<file path="src/rtl/icache_refill_axi.sv">
// Instruction-cache line refill engine: one 8-beat AXI3 INCR read burst per request,
// beats assembled into a line buffer that is presented to the cache with a one-cycle grant.
module icache_refill_axi #(
   parameter logic [3:0] AXI_ID = 4'd0
) (
   input  logic        clk,
   input  logic        rst,
   input  logic        icache_rd_req,
   input  logic [31:0] icache_addr,
   output logic        icache_gnt,
   output logic [31:0] icache_data [0:7],
   output logic        refill_err,
   output logic [3:0]  arid,
   output logic [31:0] araddr,
   output logic [3:0]  arlen,
   output logic [2:0]  arsize,
   output logic [1:0]  arburst,
   output logic [1:0]  arlock,
   output logic [3:0]  arcache,
   output logic [2:0]  arprot,
   output logic        arvalid,
   input  logic        arready,
   input  logic [3:0]  rid,
   input  logic [31:0] rdata,
   input  logic [1:0]  rresp,
   input  logic        rlast,
   input  logic        rvalid,
   output logic        rready
);

   typedef enum logic [1:0] {IDLE, AR, R, DONE} state_t;

   state_t      state_reg, state_next;
   logic [2:0]  beat_cnt_reg;
   logic [26:0] addr_reg;
   logic        err_reg;
   logic [31:0] line_reg [0:7];
   logic        beat_take;

   // Handshake outputs come straight from the state register, never from AXI inputs.
   assign arvalid    = (state_reg == AR);
   assign rready     = (state_reg == R);
   assign icache_gnt = (state_reg == DONE);
   assign refill_err = (state_reg == DONE) && err_reg;
   assign beat_take  = (state_reg == R) && rvalid;

   assign arid    = AXI_ID;
   assign araddr  = {addr_reg, 5'b0};
   assign arlen   = 4'd7;
   assign arsize  = 3'b010;
   assign arburst = 2'b01;
   assign arlock  = 2'b00;
   assign arcache = 4'b0000;
   assign arprot  = 3'b000;

   // rid and rlast are deliberately ignored: the beat counter decides completion.
   logic unused_inputs;
   assign unused_inputs = ^{rid, rlast, icache_addr[4:0]};

   always_ff @(posedge clk) begin
      if (rst) begin
         state_reg    <= IDLE;
         beat_cnt_reg <= 3'd0;
         addr_reg     <= 27'd0;
         err_reg      <= 1'b0;
      end else begin
         state_reg <= state_next;
         if (state_reg == IDLE && icache_rd_req) begin
            addr_reg     <= icache_addr[31:5];
            beat_cnt_reg <= 3'd0;
            err_reg      <= 1'b0;
         end else if (beat_take) begin
            beat_cnt_reg <= beat_cnt_reg + 3'd1;
            err_reg      <= err_reg | (rresp != 2'b00);
         end
      end
   end

   always_comb begin
      state_next = state_reg;
      case (state_reg)
         IDLE:    if (icache_rd_req) state_next = AR;
         AR:      if (arready) state_next = R;
         R:       if (rvalid && beat_cnt_reg == 3'd7) state_next = DONE;
         DONE:    state_next = IDLE;
         default: state_next = IDLE;
      endcase
   end

   // Line buffer words only change on an accepted beat, so data stays stable after the grant.
   genvar gi;
   generate
      for (gi = 0; gi < 8; gi++) begin : g_line
         always_ff @(posedge clk) begin
            if (rst)
               line_reg[gi] <= 32'd0;
            else if (beat_take && beat_cnt_reg == 3'(gi))
               line_reg[gi] <= rdata;
         end
         assign icache_data[gi] = line_reg[gi];
      end
   endgenerate

endmodule
</file>
<file path="config.mk">
export PLATFORM = sky130hd
export DESIGN_NAME = icache_refill_axi
export DESIGN_NICKNAME = d
export VERILOG_FILES = /design/src/rtl/icache_refill_axi.sv
export SDC_FILE = /design/constraint.sdc
export NUM_CORES = 1
export LEC_CHECK = 0
export ABC_AREA = 1
export BUFFER_PORTS_ARGS = -buffer_cell sky130_fd_sc_hd__buf_4
export CORE_MARGIN = 1.5
export CORE_UTILIZATION = 49
export DETAILED_ROUTE_END_ITERATION = 10
export PLACE_DENSITY = 0.79
export SLEW_MARGIN = 20
export SYNTH_ARGS = -nofsm -noshare
export SYNTH_HDL_FRONTEND = slang
export SYNTH_SLANG_ARGS = --single-unit
</file>
<file path="constraint.sdc">
create_clock -name clk -period 4.7 [get_ports clk]
set_input_delay 0.705 -clock clk [delete_from_list [all_inputs] [get_ports clk]]
set_output_delay 0.705 -clock clk [all_outputs]
set_load 0.1 [all_outputs]
</file>
Word level (Yosys, flattened, before mapping). Memory sizes are Yosys's and may differ from the RTL's. Index checks and enable logic that the tools add are counted. W data, S select, Z words.

Add/sub/neg operators: 1. Eq/ne operators: 13. Muxes and demuxes: 38. Bitwise operators: 9. Reductions and logical operators: 17.

Operators with widths (number): $mux W32 (8); $mux W1 (26); $eq A3 B3 Y1 const B (4); $logic_and A1 B1 Y1 (12); $or A1 B1 Y1 (9); $pmux W2 S4 (1); $eq A3 B2 Y1 const B (2); $mux W2 (3); $eq A2 B2 Y1 const B (2); $ne A2 B1 Y1 const B (2); $add A3 B1 Y3 const B (1); $eq A3 B1 Y1 const B (1); $logic_not A3 Y1 (1); $reduce_and A3 Y1 (1); $eq A2 B1 Y1 const B (1); $logic_not A2 Y1 (1); $ne A2 B2 Y1 const B (1); $reduce_bool A2 Y1 (1); $reduce_or A2 Y1 (1).

Register bits after elaboration: 33. Bits in writable memories: 256. Output and inout port bits: 314. Logic and storage cells: 83. Memories: 1.

Memory list: line_reg (words 8, bits a word 32, rd ports 8, clocked after memory_dff 0, wr ports 8, RTL line 37) `logic [31:0] line_reg [0:7];`.

Depth between registers and ports, before layout.
Depth in word-level cells: 7. Depth in mapped cells: 8. Mapped depth without buffers: 8.

Least setup slack after synthesis. Ideal clock, no wire load.

Path kind: register -> register. From: register state_reg[0]. To: memory line_reg[5][0] (netlist: line_reg[1][32]), enable pin. Setup time: 0.466 ns. Arrival: 4.176 ns. Required time: 4.234 ns. Path slack: 0.059 ns. Cell stages (with the launch flop): 8. Path through: dfxtp_1 inv_1 ha_1 nand2_2 clkinv_2 buf_6 nand2_1 o21ai_0.

RTL lines: from (decl) (RTL line 33) `state_t state_reg, state_next;`; from (signal assigned) (RTL line 67) `state_reg <= state_next;`; to (decl) (RTL line 37).

==> results.yml <==
logic_synthesis:
  synth_edf_count: 256
  yosys.cell_count.top_type: "nor2_1"
  seq_area_frac_synth_pct: 77.77
  synth_common_cells: "284 x nor2_1, 256 x edfxtp_1, 44 x inv_1"
  yosys.area.top_type: "edfxtp_1"
  yosys.area.top_type_share_pct: 71.62
  ys_async_sr_fraction_pct: 0
  syn_avg_cell_area_sq_um: 13.48
  synth_area_sq_um: 10730
  yosys_warnings: 0
  synthDistinctLibCells: 26
  syn_inst: 796
  synth_ff_type: "edfxtp_1"
  synthTopCellsByArea: "edfxtp_1 72%, nor2_1 9.9%, dfxtp_1 6.2%"
  ys_ff_latch: 289
worst_setup_path:
  cp.required_ns: 4.90
  arrival_ns: 2.97
  start_kind: "flip-flop"
  r2r_slack_ns: 1.93
  critPathKind: "flip-flop to flip-flop"
  setup.worst_path.end_class: "flip-flop"
  path_max_fanout: 20
power_and_ir_drop:
  max-vdd-ir-drop_mv: 0.5011
  p_per_area_nw_per_um2: 514.8
  p_leak_uw: 0.006355
placed_design:
  portBuffers: 352
  gp_congestion: 0.8487
  dp_hpwl_um: 19360
  place_inst: 1395
floorplanning:
  io_pins: 390
  die_h_um: 151.0
  dieArea_sq_um: 22800
  die_x_um: 151.0
  core-area_sq_um: 21290
  start_util_pct: 50.43
  row_count: 53
route:
  viasPerCell: 5.086
  drcViolationCount: 0
  num_vias: 7344
  post_drt_wl_per_cell_um: 19.92
  drt_pass1_iterations: 5
  drt-initial-drc-count: 432
  routed_wl_um: 28760
  postRouteAntennaNets: 0
global_route:
  antenna_found_initial: 0
  grt_pass1_wl_um: 40700
  grt_pass1_vias: 7139
  grt_max_degree: 47
  grt.total_usage_pct: 24.37
  overflow: 0
cts:
  clock_latency_ns: 0.53
  cts_tree: "built"
  cts.sinks: 289
  cts-resized-gates: 0
  cts-root-buf: "clkbuf_16"
  clk_path_buf_depth: 3
  cts_setup_buffers: 0
  numCtsBuffers: 28
  cts_hold_buf: 0
  clk_pin_slew_ns: 0.07
  cts_max_level: 1
final_layout:
  nets: 1237
  fin_cells: 1444
  antenna_cells: 0
  final_layout_size_suffix_gt1_share_pct: 38.15
  fillers: 1470
  syn2layout_area_growth_pct: 34.75
  largest_reg_flops: 256
job:
  drv_cap: 0
sta:
  setup_viol_count_final: 0
  slew_headroom_pct: 29.37
  worstMarginPinSlew_ns: 1.057
  period_minus_slack_ns: 2.773
  slew_violations: 0
  whs_ns: 0.4174
  hold_violations: 0
  rsz0062_at_grt: "no"
  fmax_ghz: 0.3607
  finalCritPeriodShare_pct: 58.99
  skew_ns: 0.01413
  fin_tns_setup_ns: 0
worst_hold_path:
  hold_path.class: "primary input to flip-flop"
outcome:
  outcome: "completed"
## power by group
part	internal, uW	switching, uW	total, uW
Combinational	363	1860	2220
Clock	1230	914	2140
Sequential	2990	89.4	3080
Total	4580	2870	7450
## through the flow
| stage | setup WS, ns | power (uW) | utilization (%) | cell area [sq um] |
|---|---|---|---|---|
| finish | 1.927 | 7446 | 67.95 | 14460 |
| floorplan | 0.05855 | 4905 | - | 10830 |
| detailed placement | 1.540 | 5358 | 63.79 | 13580 |
| CTS | 1.889 | 7472 | 67.87 | 14450 |
| global route | 1.741 | 7656 | 67.95 | 14460 |
| global placement | 1.701 | 5329 | 63.66 | 13550 |
## placed cells by master, fill, tap and decap left out, drive strengths merged
| cell type | instances |
|---|---|
| a21oi | 3 |
| bufinv | 2 |
| clkinvlp | 1 |
| clkbuf | 35 |
| a211oi | 2 |
| nand3 | 4 |
| o31ai | 2 |
| dfxtp | 33 |
| o21ai | 32 |
| inv | 46 |
| ha | 11 |
| edfxtp | 256 |
| clkinv | 13 |
| nand4 | 7 |
| buf | 361 |
| nand2 | 20 |
| conb | 27 |
| nor2 | 314 |
## cells by family (layout without fill, tap and decap cells)
logic type	count (synthesis)	count (layout)	share of synthesized area (%)
other	2	27	0.06996
and+or+nand+nor	345	345	13.54
buffers and inverters	110	458	5.420
AOI/OAI and AO/OA	39	39	1.911
adders and majority gates	11	11	1.282
DFF	289	289	77.77
## per-layer routing
metal	GRT usage, %	up-vias	wire [um]
met5	0	-	0
met4	10.73	0	1111
met3	4.759	68	2685
met2	43.52	448	14630
met1	28.49	3512	10340
li1	-	3316	-
## worst max-delay path, stage by stage, from the launching register on
cell	delay [ns]
dfxtp_1	0.33
inv_1	0.13
ha_1	0.26
nand2_2	0.23
clkinv_2	0.33
nand2_1	0.20
o21ai_4	0.52
buf_4	0.42
## final timing paths
path,start,end,cells past startpoint
setup / recovery,state_reg[0],line_reg[1][76],7
hold reg to reg,err_reg,err_reg,2
setup reg to reg,state_reg[0],line_reg[1][76],7
hold / removal,icache_addr[13],addr_reg[8],3
## final cells by class
type                       count  area [sq um]  share of cell area, %
clock buffer                  35         748.2                  5.173
inverter                      48         181.4                  1.254
timing repair buffer         361          2730                  18.88
multi-input combinational    422          1993                  13.78
tap                          275         344.1                  2.379
sequential                   289          8348                  57.72
clock inverter                14         118.9                 0.8218
(Power assumes the default switching activity.)
